[src/rtl/cnt_mod.sv]
`default_nettype none
// ============================================================================
//  Module   : cnt_mod
//  Brief    : Parametrised modulo counter with up/down direction, synchronous
//             parallel load, enable prescaler and wrap / one-shot modes.
//             out_pulse marks every terminal event for one cycle.
//  Revision : 1.0  initial release
// ============================================================================
module cnt_mod #(
    parameter int unsigned     WIDTH    = 8,
    parameter longint unsigned MOD_MAX  = (64'd1 << WIDTH) - 64'd1,
    parameter int unsigned     PRESCALE = 1
) (
    input  logic             clk,
    input  logic             reset,
    input  logic             en,
    input  logic             up,
    input  logic             oneshot,
    input  logic             load,
    input  logic [WIDTH-1:0] load_val,
    output logic [WIDTH-1:0] out,
    output logic             out_pulse,
    output logic             done,
    output logic             tick
);

    // Prescaler needs at least one bit even when PRESCALE is 1.
    localparam int unsigned PRE_W = (PRESCALE > 1) ? $clog2(PRESCALE) : 1;

    localparam logic [WIDTH-1:0] c_mod_max  = WIDTH'(MOD_MAX);
    localparam logic [PRE_W-1:0] c_pre_last = PRE_W'(PRESCALE - 1);

    typedef enum logic [0:0] {
        ST_RUN  = 1'b0,
        ST_HALT = 1'b1
    } state_t;

    state_t           r_state, w_state_nxt;
    logic [WIDTH-1:0] r_out,   w_out_nxt;
    logic [PRE_W-1:0] r_pre,   w_pre_nxt;
    logic             r_pulse, w_pulse_nxt;
    logic             r_done,  w_done_nxt;
    logic             w_tick;
    logic             w_term;
    logic [WIDTH-1:0] w_load_clamped;

    // Step strobe: last enabled prescale cycle while running; suppressed in reset.
    assign w_tick = ~reset & en & (r_state == ST_RUN) & (r_pre == c_pre_last);

    // Terminal value depends on the direction sampled at the step.
    assign w_term = up ? (r_out == c_mod_max) : (r_out == '0);

    // Loaded values beyond the terminal value saturate to it.
    assign w_load_clamped = (load_val > c_mod_max) ? c_mod_max : load_val;

    // Next-state logic: load wins over a coincident step; steps only on tick.
    always_comb begin
        w_state_nxt = r_state;
        w_out_nxt   = r_out;
        w_pre_nxt   = r_pre;
        w_pulse_nxt = 1'b0;
        w_done_nxt  = r_done;
        if (load) begin
            w_out_nxt   = w_load_clamped;
            w_pre_nxt   = '0;
            w_state_nxt = ST_RUN;
            w_done_nxt  = 1'b0;
        end else if (en && (r_state == ST_RUN)) begin
            if (w_tick) begin
                w_pre_nxt = '0;
                if (w_term) begin
                    w_pulse_nxt = 1'b1;
                    if (oneshot) begin
                        w_state_nxt = ST_HALT;
                        w_done_nxt  = 1'b1;
                    end else begin
                        w_out_nxt = up ? '0 : c_mod_max;
                    end
                end else begin
                    w_out_nxt = up ? (r_out + WIDTH'(1)) : (r_out - WIDTH'(1));
                end
            end else begin
                w_pre_nxt = r_pre + PRE_W'(1);
            end
        end
    end

    // State and datapath registers with synchronous reset.
    always_ff @(posedge clk) begin
        if (reset) begin
            r_state <= ST_RUN;
            r_out   <= '0;
            r_pre   <= '0;
            r_pulse <= 1'b0;
            r_done  <= 1'b0;
        end else begin
            r_state <= w_state_nxt;
            r_out   <= w_out_nxt;
            r_pre   <= w_pre_nxt;
            r_pulse <= w_pulse_nxt;
            r_done  <= w_done_nxt;
        end
    end

    assign out       = r_out;
    assign out_pulse = r_pulse;
    assign done      = r_done;
    assign tick      = w_tick;

endmodule
`default_nettype wire

[config.mk]
export PLATFORM = sky130hd
export DESIGN_NAME = cnt_mod
export DESIGN_NICKNAME = d
export VERILOG_FILES = /design/src/rtl/cnt_mod.sv
export SDC_FILE = /design/constraint.sdc
export NUM_CORES = 1
export LEC_CHECK = 0
export ABC_AREA = 1
export CORE_MARGIN = 3
export CORE_UTILIZATION = 30
export CTS_BUF_LIST = sky130_fd_sc_hd__clkbuf_8
export CTS_CLUSTER_SIZE = 10
export DETAILED_ROUTE_END_ITERATION = 10
export DONT_BUFFER_PORTS = 1
export PLACE_DENSITY = 0.56
export SLEW_MARGIN = 25
export SYNTH_ARGS = -nofsm -noshare
export SYNTH_HDL_FRONTEND = slang
export SYNTH_SLANG_ARGS = --single-unit
[constraint.sdc]
create_clock -name clk -period 2.2 [get_ports clk]
set_input_delay 0.22 -clock clk [delete_from_list [all_inputs] [get_ports clk]]
set_output_delay 0.22 -clock clk [all_outputs]
set_load 0.05 [all_outputs]
After elaboration in Yosys (flattened, before gate mapping)

Index checks and enable logic that the tools add are counted.
W data, S select, Z words.

Flip-flop bits (word level): 11
Bits of input ports: 14
Word-level logic and storage cells: 37
Output and inout bits: 11

Bitwise logic cells: 8
Add/subtract/negate cells: 3
Equality and inequality tests: 2
Mux-type cells: 11
Order comparisons: 1
Reductions and logical operators: 8

Operator list:

| kind                  | number |
|---|---|
| $mux W8               | 8 |
| $add A8 B1 Y8 const B | 1 |
| $eq A8 B8 Y1 const B  | 1 |
| $gt A8 B8 Y1 const B  | 1 |
| $logic_not A8 Y1      | 1 |
| $sub A8 B1 Y8 const B | 1 |
| $not A1 Y1            | 5 |
| $reduce_and A4 Y1     | 1 |
| $reduce_bool A2 Y1    | 2 |
| $reduce_or A4 Y1      | 1 |
| $and A1 B1 Y1         | 3 |
| $mux W1               | 3 |
| $ne A3 B3 Y1 const B  | 1 |
| $reduce_and A3 Y1     | 1 |
| $reduce_or A2 Y1      | 1 |
| $add A1 B1 Y1 const B | 1 |
| $logic_and A1 B1 Y1   | 1 |

Logic depth before layout (Yosys ltp)

Word-level depth: 7
Mapped depth: 11
Depth with buffers taken out: 11

Worst setup path before layout

OpenSTA, ideal clock, no wires.

Path type: register to register
Start: reg r_out[5] (netlist: out[5])
End: reg r_out[7] (netlist: out[7])
Setup slack: 0.469 ns
Required time: 2.134 ns
Cell stages (with the launch flop): 11
Arrival time: 1.665 ns
Path buffers: 0
Clock period less this slack: 1.731 ns
Cells stage by stage: dfxtp_1 -> ha_1 -> nand2_1 -> inv_1 -> a21oi_1 -> nand2_1 -> nand2_1 -> nand3_1 -> nand2_1 -> nand2_1 -> a21oi_2

Longest elaborated chain between the ends: 6
Elaborated cells on any way between the ends: 12

Ends and longest elaborated chain:

| what                                  | RTL line | text |
|---|---|---|
| from (decl)                           | 39       | `logic [WIDTH-1:0] r_out, w_out_nxt;` |
| from (signal assigned)                | 98       | `r_out <= w_out_nxt;` |
| $sub A8 B1 Y8 (tied with other cells) | 80       | `w_out_nxt = up ? (r_out + WIDTH'(1)) : (r_out - WIDTH'(1));` |
| $mux W8 or $mux W1 (tied branches)    | 80, 51   |  |
| $mux W8                               | 71       | `if (w_term) begin` |
| $mux W8                               | 69       | `if (w_tick) begin` |
| $mux W8                               | 68       | `end else if (en && (r_state == ST_RUN)) begin` |
| $mux W8                               | 63       | `if (load) begin` |

Parallel ways exist; a longest one is shown, timed or not. The select of a mux whose other input is x is not followed.
A chain may end at the register's enable or synchronous reset.

==> impl_metrics.ini <==
[place]
hpwl_um = 1950
placement.cell_area_um2 = 1030
gp_congestion = 0.809
numPortBuffers = 0
post-place-cells = 187

[critical_path]
rrSetupSlack_ns = 0.64
max_stage_delay_ns = 0.29
startpoint = done$_SDFFE_PP0P_
crit_path_end_kind = output port
reg2reg_depth = 10
endpoint = tick
slowest_stage = dfxtp_1
crit_path_frequent_cell = buf_4
critPathKind = reg2out
rr_startpoint = out[5]$_SDFFE_PP0P_
path_cells = buf_4, nor2_1, nand3_1, inv_1, buf_4
cp-start-kind = register
crit_required_ns = 1.98
cp_max_fo = 3
cp.arrival_ns = 1.38
rr_endpoint = out[7]$_SDFFE_PP0P_

[sta]
slew_headroom_pct = 68.3
skew_ns = 0.00508
worst_pin_slew_ns = 0.474
rsz0062_at_grt = no
timing.fmax_mhz = 624
hold_viol = 0
finalCritPeriodShare_pct = 72.9
setup_violations = 0
setup_tns_ns = 0
drv_slew = 0
period_needed_ns = 1.60

[cells_and_area]
fin_util_pct = 37.6
area.growth.synth_to_final_pct = 16.0
layout-drive-gt1-share_pct = 18.1
antenna-diode-count = 0
final_nets = 182
stdcell_area_um2 = 1070
layout_common_cells = 33 x nand2_1, 29 x nor2_1, 17 x inv_1
final_common_cell = nand2_1
final_cells = 191

[global_route]
grtUsageTotal_pct = 13.8
gr-total-overflow = 0
first_global_vias = 886
antenna_found_initial = 0
grt_max_degree = 11
grt_pass1_wl_um = 3820

[die]
die_height_um = 61.5
die_w_um = 61.5
core_area_um2 = 2850
initial_core_util_pct = 32.4
fp-row-count = 19
die_area_um2 = 3780
ios = 25

[clock_network]
tritoncts = done
clk_pin_slew_ns = 0.05
cts_root_buf = clkbuf_8
clk_path_buf_depth = 2
htreeDepth = 1
cts-hold-fix-buffers = 0
cts.sinks = 11
cts.repair.resized = 0
numCtsBuffers = 3
cts_setup_buffers = 0
clk_latency_ns = 0.24

[power_and_ir_drop]
powerDensity_nw_per_um2 = 655
fin_total_pwr_uw = 702
ir_drop_mv = 0.368
p_leak_nw = 0.546

[routing]
drtAntennaViolNets = 0
drc_errors = 0
num_vias = 928
wirelength_um = 2350
drtIter0Drc = 27
wl_per_cell_um = 12.3
routed_via_density = 4.86
first_pass_iters = 4

[outcome]
status = complete, no violations

[synthesis]
synth-seq-area-share_pct = 23.8
synth_cells = 147
synth_area_um2 = 925
ys_types = 24
syn_nets = 168
avgSynthCellArea_um2 = 6.29
yosysWarnings = 0
synth_seq_cells = 11

[hold_path]
worstHoldPathCells = 1
hold_class = in2reg

[flow_run]
max_cap_viol_count = 0
-- cells in the mapped netlist --
library cell   n  area [um^2]
nand2_1       33          124
nor2_1        29          109
inv_1         16         60.1
nand3_1       12         60.1
dfxtp_1       11          220
a21oi_1        9         45.0
ha_1           6         75.1
o21ai_1        4         20.0
a21oi_2        3         26.3
inv_2          3         11.3
nand2_2        3         18.8
nor2_2         3         18.8
xor2_1         3         26.3
nor3_1         2         10.0
buf_6          1         11.3
fa_1           1         20.0
nand2_4        1         11.3
nand3_2        1         10.0
nand3b_1       1         7.51
nor2_4         1         11.3
o21ai_0        1         5.00
o21ai_2        1         8.76
or2_1          1         6.26
xnor2_1        1         8.76
-- metal layers --
| layer | up-vias | part of all wire [%] | GRT usage [%] |
|---|---|---|---|
| met4 | 0 | 0 | 1.82 |
| met3 | 0 | 5.9 | 5.45 |
| met2 | 21 | 46 | 21.5 |
| met5 | - | 0 | 0 |
| li1 | 491 | - | - |
| met1 | 416 | 48 | 18.5 |
-- report_power, final --
group	total (mW)	leakage, nW	switching, mW	internal [mW]
logic	0.266	0.428	0.175	0.0911
clock network	0.199	0.0269	0.0768	0.123
registers	0.237	0.0907	0.0226	0.215
-- stage by stage --
| stage | hold slack, ns | setup WS [ns] |
|---|---|---|
| 3_3_place_gp | 0.284 | 0.658 |
| 3_5_place_dp | 0.286 | 0.605 |
| 5_1_grt | 0.0288 | 0.376 |
| 2_1_floorplan | 0.299 | 0.469 |
| 6_report | 0.0385 | 0.597 |
| 4_1_cts | 0.0330 | 0.567 |
-- registers in the layout, summed over array words and instances, names as in the netlist --
register	cells
out_pulse	1
done	1
out	8
r_pre	1
-- worst max-delay path, delay by kind of cell (launching register included) --
family	cells	cell delay [ns]
buffers and inverters	3	0.53
AND/OR/NAND/NOR	2	0.32
flip-flops	1	0.29
-- kinds of logic after synthesis --
group / Yosys count / share of synthesized area, %
adder cells (fa/ha/maj): 7 / 10.3
AO/OA/AOI/OAI: 18 / 11.4
buffers and inverters: 20 / 8.93
flip-flops: 11 / 23.8
AND/OR/NAND/NOR: 87 / 41.8
XOR/XNOR: 4 / 3.79
-- layout make-up --
class	count	area, um^2
Fill cell	325	1780
Multi-Input combinational cell	116	622
Tap cell	31	38.8
Timing Repair Buffer	10	75.1
Clock buffer	3	41.3
Inverter	19	71.3
Sequential cell	11	220
Clock inverter	1	3.75
-- worst min-delay path by stage --
stage | startpoint | endpoint | slack [ns]
2_1_floorplan | load | out_pulse$_SDFF_PP0_ | 0.30
3_3_place_gp | reset | out[3]$_SDFFE_PP0P_ | 0.28
3_5_place_dp | reset | out[3]$_SDFFE_PP0P_ | 0.29
4_1_cts | reset | out[7]$_SDFFE_PP0P_ | 0.03
5_1_grt | reset | out[7]$_SDFFE_PP0P_ | 0.03
6_report | reset | out[7]$_SDFFE_PP0P_ | 0.04
No activity file was read; power rests on OpenSTA's default activity.
